[config.mk]
export PLATFORM = sky130hd
export DESIGN_NAME = dmc_cache_array
export DESIGN_NICKNAME = d
export VERILOG_FILES = /design/src/rtl/dmc_cache_array.sv
export SDC_FILE = /design/constraint.sdc
export NUM_CORES = 1
export LEC_CHECK = 0
export ABC_AREA = 1
export CORE_UTILIZATION = 39
export CTS_BUF_LIST = sky130_fd_sc_hd__clkbuf_4 sky130_fd_sc_hd__clkbuf_8
export CTS_CLUSTER_DIAMETER = 50
export DETAILED_ROUTE_END_ITERATION = 7
export HOLD_SLACK_MARGIN = 0.06
export PLACE_DENSITY = 0.64
export SYNTH_ARGS = -nofsm -noshare
export SYNTH_HDL_FRONTEND = slang
export SYNTH_SLANG_ARGS = --single-unit
[constraint.sdc]
create_clock -name clk_i -period 6.05 [get_ports clk_i]
set_clock_uncertainty 0.2 [all_clocks]
set_input_delay 1.5125 -clock clk_i [delete_from_list [all_inputs] [get_ports clk_i]]
set_output_delay 1.5125 -clock clk_i [all_outputs]
set_load 0.02 [all_outputs]
[src/rtl/dmc_cache_array.sv]
// Tag/data storage for the direct-mapped cache: word read/write with hit/flush/fetch pulses and whole-line fills.
// Optional hit/miss statistics counters are enabled by defining DMC_STATS_EN.
module dmc_cache_array #(
    parameter int BLOCK_SIZE             = 32,
    parameter int NUM_OF_BLOCKS_PER_LINE = 4,
    parameter int NUM_OF_CACHE_LINES     = 4,
    parameter int ADDRESS_SIZE           = 32
) (
    input  logic                                         clk_i,
    input  logic                                         rst_n_i,
    input  logic                                         read_i,
    input  logic                                         write_i,
    input  logic                                         read_line_i,
    input  logic                                         write_line_i,
    input  logic [ADDRESS_SIZE-1:0]                      address_i,
    input  logic [BLOCK_SIZE-1:0]                        data_i,
    input  logic [NUM_OF_BLOCKS_PER_LINE*BLOCK_SIZE-1:0] line_i,
    output logic [BLOCK_SIZE-1:0]                        data_o,
    output logic [NUM_OF_BLOCKS_PER_LINE*BLOCK_SIZE-1:0] line_o,
    output logic [ADDRESS_SIZE-1:0]                      address_o,
    output logic                                         hit_o,
    output logic                                         read_flush_o,
    output logic                                         read_fetch_o,
    output logic                                         write_flush_o,
    output logic                                         write_fetch_o
`ifdef DMC_STATS_EN
    ,
    output logic [31:0]                                  hit_count_o,
    output logic [31:0]                                  miss_count_o
`endif
);

    localparam int OFF = $clog2(NUM_OF_BLOCKS_PER_LINE);
    localparam int IDX = $clog2(NUM_OF_CACHE_LINES);
    localparam int TAG = ADDRESS_SIZE - OFF - IDX;
    localparam int LW  = NUM_OF_BLOCKS_PER_LINE * BLOCK_SIZE;

    logic [NUM_OF_CACHE_LINES-1:0] valid_q;
    logic [NUM_OF_CACHE_LINES-1:0] dirty_q;
    logic [TAG-1:0]                tag_q  [NUM_OF_CACHE_LINES];
    logic [LW-1:0]                 line_q [NUM_OF_CACHE_LINES];

    logic [OFF-1:0] off;
    logic [IDX-1:0] idx;
    logic [TAG-1:0] tag;
    logic           hit;
    logic           dirty_victim;
    logic           do_fill;
    logic           do_write;
    logic           do_read;
    logic           unused_read_line;

    // line_o is always valid, so the line-read strobe carries no information here
    assign unused_read_line = read_line_i;

    assign off          = address_i[0 +: OFF];
    assign idx          = address_i[OFF +: IDX];
    assign tag          = address_i[OFF+IDX +: TAG];
    assign hit          = valid_q[idx] && (tag_q[idx] == tag);
    assign dirty_victim = valid_q[idx] && dirty_q[idx];

    assign do_fill  = write_line_i;
    assign do_write = !write_line_i && write_i;
    assign do_read  = !write_line_i && !write_i && read_i;

    assign line_o    = line_q[idx];
    assign address_o = {tag_q[idx], idx, {OFF{1'b0}}};

    // Tag and data storage carry no reset so they can map onto plain RAM
    always_ff @(posedge clk_i) begin
        if (do_fill) begin
            line_q[idx] <= line_i;
            tag_q[idx]  <= tag;
        end else if (do_write && hit) begin
            line_q[idx][off*BLOCK_SIZE +: BLOCK_SIZE] <= data_i;
        end
    end

    always_ff @(posedge clk_i or negedge rst_n_i) begin
        if (!rst_n_i) begin
            valid_q <= '0;
            dirty_q <= '0;
        end else if (do_fill) begin
            valid_q[idx] <= 1'b1;
            dirty_q[idx] <= 1'b0;
        end else if (do_write && hit) begin
            dirty_q[idx] <= 1'b1;
        end
    end

    // Each response pulse lives for exactly one cycle after the sampling edge
    always_ff @(posedge clk_i or negedge rst_n_i) begin
        if (!rst_n_i) begin
            hit_o         <= 1'b0;
            read_flush_o  <= 1'b0;
            read_fetch_o  <= 1'b0;
            write_flush_o <= 1'b0;
            write_fetch_o <= 1'b0;
            data_o        <= '0;
        end else begin
            hit_o         <= (do_read || do_write) && hit;
            read_flush_o  <= do_read && !hit && dirty_victim;
            read_fetch_o  <= do_read && !hit && !dirty_victim;
            write_flush_o <= do_write && !hit && dirty_victim;
            write_fetch_o <= do_write && !hit && !dirty_victim;
            if (do_read && hit) begin
                data_o <= line_q[idx][off*BLOCK_SIZE +: BLOCK_SIZE];
            end
        end
    end

`ifdef DMC_STATS_EN
    always_ff @(posedge clk_i or negedge rst_n_i) begin
        if (!rst_n_i) begin
            hit_count_o  <= '0;
            miss_count_o <= '0;
        end else if (do_read || do_write) begin
            if (hit && hit_count_o != 32'hFFFF_FFFF) begin
                hit_count_o <= hit_count_o + 32'd1;
            end
            if (!hit && miss_count_o != 32'hFFFF_FFFF) begin
                miss_count_o <= miss_count_o + 32'd1;
            end
        end
    end
`endif

endmodule

==> summary.md <==
| Metric | Value |
|---|---|
| Dominant synthesized flop cell | edfxtp_1 |
| Worst slew pin tran | 1060 ps |
| Gr usage total | 27.8% |
| Period utilization | 95.9% |
| Crit path cell chain | clkdlybuf4s50_1, nand2_1, inv_4, buf_4, a22oi_1, nand2_1, clkdlybuf4s50_1 |
| Multi-input logic area | 0.00817 mm2 |
| RSZ-0062 raised after global routing | no |
| Core area | 0.0743 mm2 |
| CP Data Arrival Time | 4090 ps |
| Total Neg Setup Slack | 0 ps |
| Final Wtd Congestion | 0.898 |
| Vias/cell | 5.74 |
| Hold path endpoint | valid_q[3] |
| Clock Power Share | 35.5% |
| Die width | 276 um |
| FF-to-FF path depth | 14 |
| Sw Share | 26.8% |
| Pin count of the biggest net entering global routing | 72 |
| Synth top area share | 64.1% |
| Reg2reg end | line_q[3][87] |
| Slowest cell delay on critical path | 760 ps |
| Comb pwr share | 13.8% |
| Cts repair resizes | 0 |
| Ys Warns | 0 |
| Die H | 276 um |
| Pre-CTS setup slack | 258 ps |
| Peak VDD IR | 0.000172 V |
| CTS Hold Bufs | 0 |
| Ranking of synthesized cells by area | edfxtp_1 (64%), nand2_1 (11%), a22oi_1 (5.4%), dfrtp_1 (3.9%), nand4_1 (2.7%) |
| Synth-to-Final Area Change | 24.6% |
| Crit-path slowest cell | clkdlybuf4s50_1 |
| Initial Util | 39.3% |
| DP Wirelength | 72.1 mm |
| Minimum clock period after layout | 5800 ps |
| Clk_lat worst skew | 730 ps |
| TritonRoute pass-1 iters | 6 |
| H-tree levels | 3 |
| First-pass GRT wire length | 151 mm |
| Worst hold path class | reg -> reg |
| Overflow after GRT | 0 |
| Setup slack, reg-to-reg | 2850 ps |
| Clock tree buffer depth | 3 |
| I/O Pins | 395 |
| Hold path depth | 2 |
| Top cells by count, synth | nand2_1 (818), edfxtp_1 (624), a22oi_1 (212) |
| Layout net count | 3217 |
| Final WS setup | 246 ps |
| WP data required | 4340 ps |
| Sequential area share after synthesis | 68.0% |
| Row Count | 100 |
| Layout cells sized above 1 | 10.8% |
| Area of the mapped netlist | 0.0292 mm2 |
| CTS tree | built |
| Final slew viol count | 0 |
| Root buf cell | clkbuf_8 |
| Syn avg cell area | 11.1 um2 |
| CTS Buf Count | 106 |
| Max-Cap Viols | 0 |
| Nature of the critical path startpoint | primary input |
| First-iteration detailed-routing DRC count | 3014 |
| Most frequent cell after synthesis | nand2_1 |
| Seq pwr share | 50.7% |
| Fmax | 172 MHz |
| Final setup violation count | 0 |
| Post-synth top area cell | edfxtp_1 |
| CP Class | in -> out |
| P_int | 7.71 mW |
| CP Capture Type | output pin |
| Final wirelength | 108 mm |
| FF+latch area | 0.0199 mm2 |
| Buffers on Ports | 391 |
| Max_slew headroom | 29.3% |
| Clk sinks | 669 |
| Util after Layout | 49.0% |
| Async set-reset flop share out of synthesis | 6.73% |
| Initial antenna violation count | 8 |
| Worst Path Max Fanout | 17 |
| Yosys reg bits | 669 |
| Worst reg2reg path startpoint | tag_q[3][18] |
| Cell area power density | 289 mW/mm2 |
| Number of global-route vias before repair | 22319 |
| P_leak | 14.0 nW |
| Post-CTS Setup Inserts | 0 |
| Post-synth EDFFs | 624 |
| Fill count | 6633 |
| # DRC | 0 |
| Status | finished, final reports clean |
| Hold_ws | 257 ps |
| Clk pin slew, worst setup/hold paths | 60 ps |
| Syn Inst Count | 2632 |
| Hold Vio Cnt, Final | 0 |
| Hold Path Origin | valid_q[3] |
| Number of distinct library cells after synthesis | 31 |
| ANT nets after route | 0 |
| Total number of vias | 23382 |
| Die area | 0.0760 mm2 |
| WL/cell | 26.4 um |
| Switching power | 2.83 mW |
[worst max path at each step]
stage	slack, ps	start	cells after the start	endpoint
detailed placement	260	address_i[3]	7	line_o[77]
global placement	280	address_i[3]	7	line_o[77]
global route	170	address_i[3]	7	line_o[75]
CTS	250	address_i[3]	7	line_o[77]
floorplan	560	address_i[2]	17	line_q[0][100]
finish	250	address_i[3]	7	line_o[77]
[placed cells by master (no fill, tap or decap), types with 45 or more instances in the layout]
master and n:
nand2_1 817, edfxtp_1 624, clkdlybuf4s50_1 327, a22oi_1 212
inv_1 134, nand4_1 128, clkbuf_8 108, buf_4 108
nor2_1 105, nor3_1 99, nand3_1 87, o21ai_0 69
dfrtp_1 45
[cell type report]
cell class | instances | share of cell area [%]
Tap cell | 969 | 3.33
Clock buffer | 133 | 4.60
Timing Repair Buffer | 462 | 12.6
Sequential cell | 669 | 54.6
Inverter | 143 | 1.49
Multi-Input combinational cell | 1632 | 22.4
Clock inverter | 59 | 0.993
Antenna cell | 5 | 0.0344
[state kept, by name (all words and copies together) (netlist names), named ones only]
signal and cells:
write_flush_o 1, data_o 32, write_fetch_o 1, hit_o 1
tag_q 112, valid_q 4, line_q 512, read_fetch_o 1
read_flush_o 1
[critical path: cells and delay by family]
family                 cells  cell delay [ps]
AND/OR/NAND/NOR            2              400
buffers and inverters      4             2010
AO/OA/AOI/OAI              1              140
[power groups by stage]
stage / clock [mW] / combinational [mW] / sequential [mW]
after CTS: 3.77 / 1.43 / 5.34
after floorplan: 0 / 0.650 / 5.43
after global routing: 3.96 / 1.52 / 5.36
after global placement: 0 / 1.41 / 5.42
final: 3.74 / 1.46 / 5.34
after detailed placement: 0 / 1.43 / 5.44
[kinds of logic (layout without fill, tap and decap cells)]
family          after synthesis  count (layout)  share of synthesized area [%]
other cells                   1               7                         0.0128
buf+inv                     332             797                           4.83
simple gates               1290            1290                           19.2
fa+ha+maj                     5               5                          0.214
flops                       669             669                           68.0
compound gates              335             335                           7.76
[routing by layer]
layer / GRT usage, % / vias to the layer above / part of all wire, %
met1: 36.1 / 11314 / 37
met2: 43.3 / 1626 / 46
met4: 14.5 / 2 / 5.4
met5: 0 / - / 0.012
li1: - / 10177 / -
met3: 6.47 / 263 / 11
[per-stage QoR]
stage | power, mW | area (um2) | instances
6_report | 10.5 | 36400 | 4072
5_1_grt | 10.8 | 36400 | 4070
4_1_cts | 10.5 | 36400 | 4067
3_5_place_dp | 6.87 | 34400 | 3875
3_3_place_gp | 6.84 | 34400 | 3875
2_1_floorplan | 6.08 | 29200 | 2633
(Power assumes the default switching activity.)
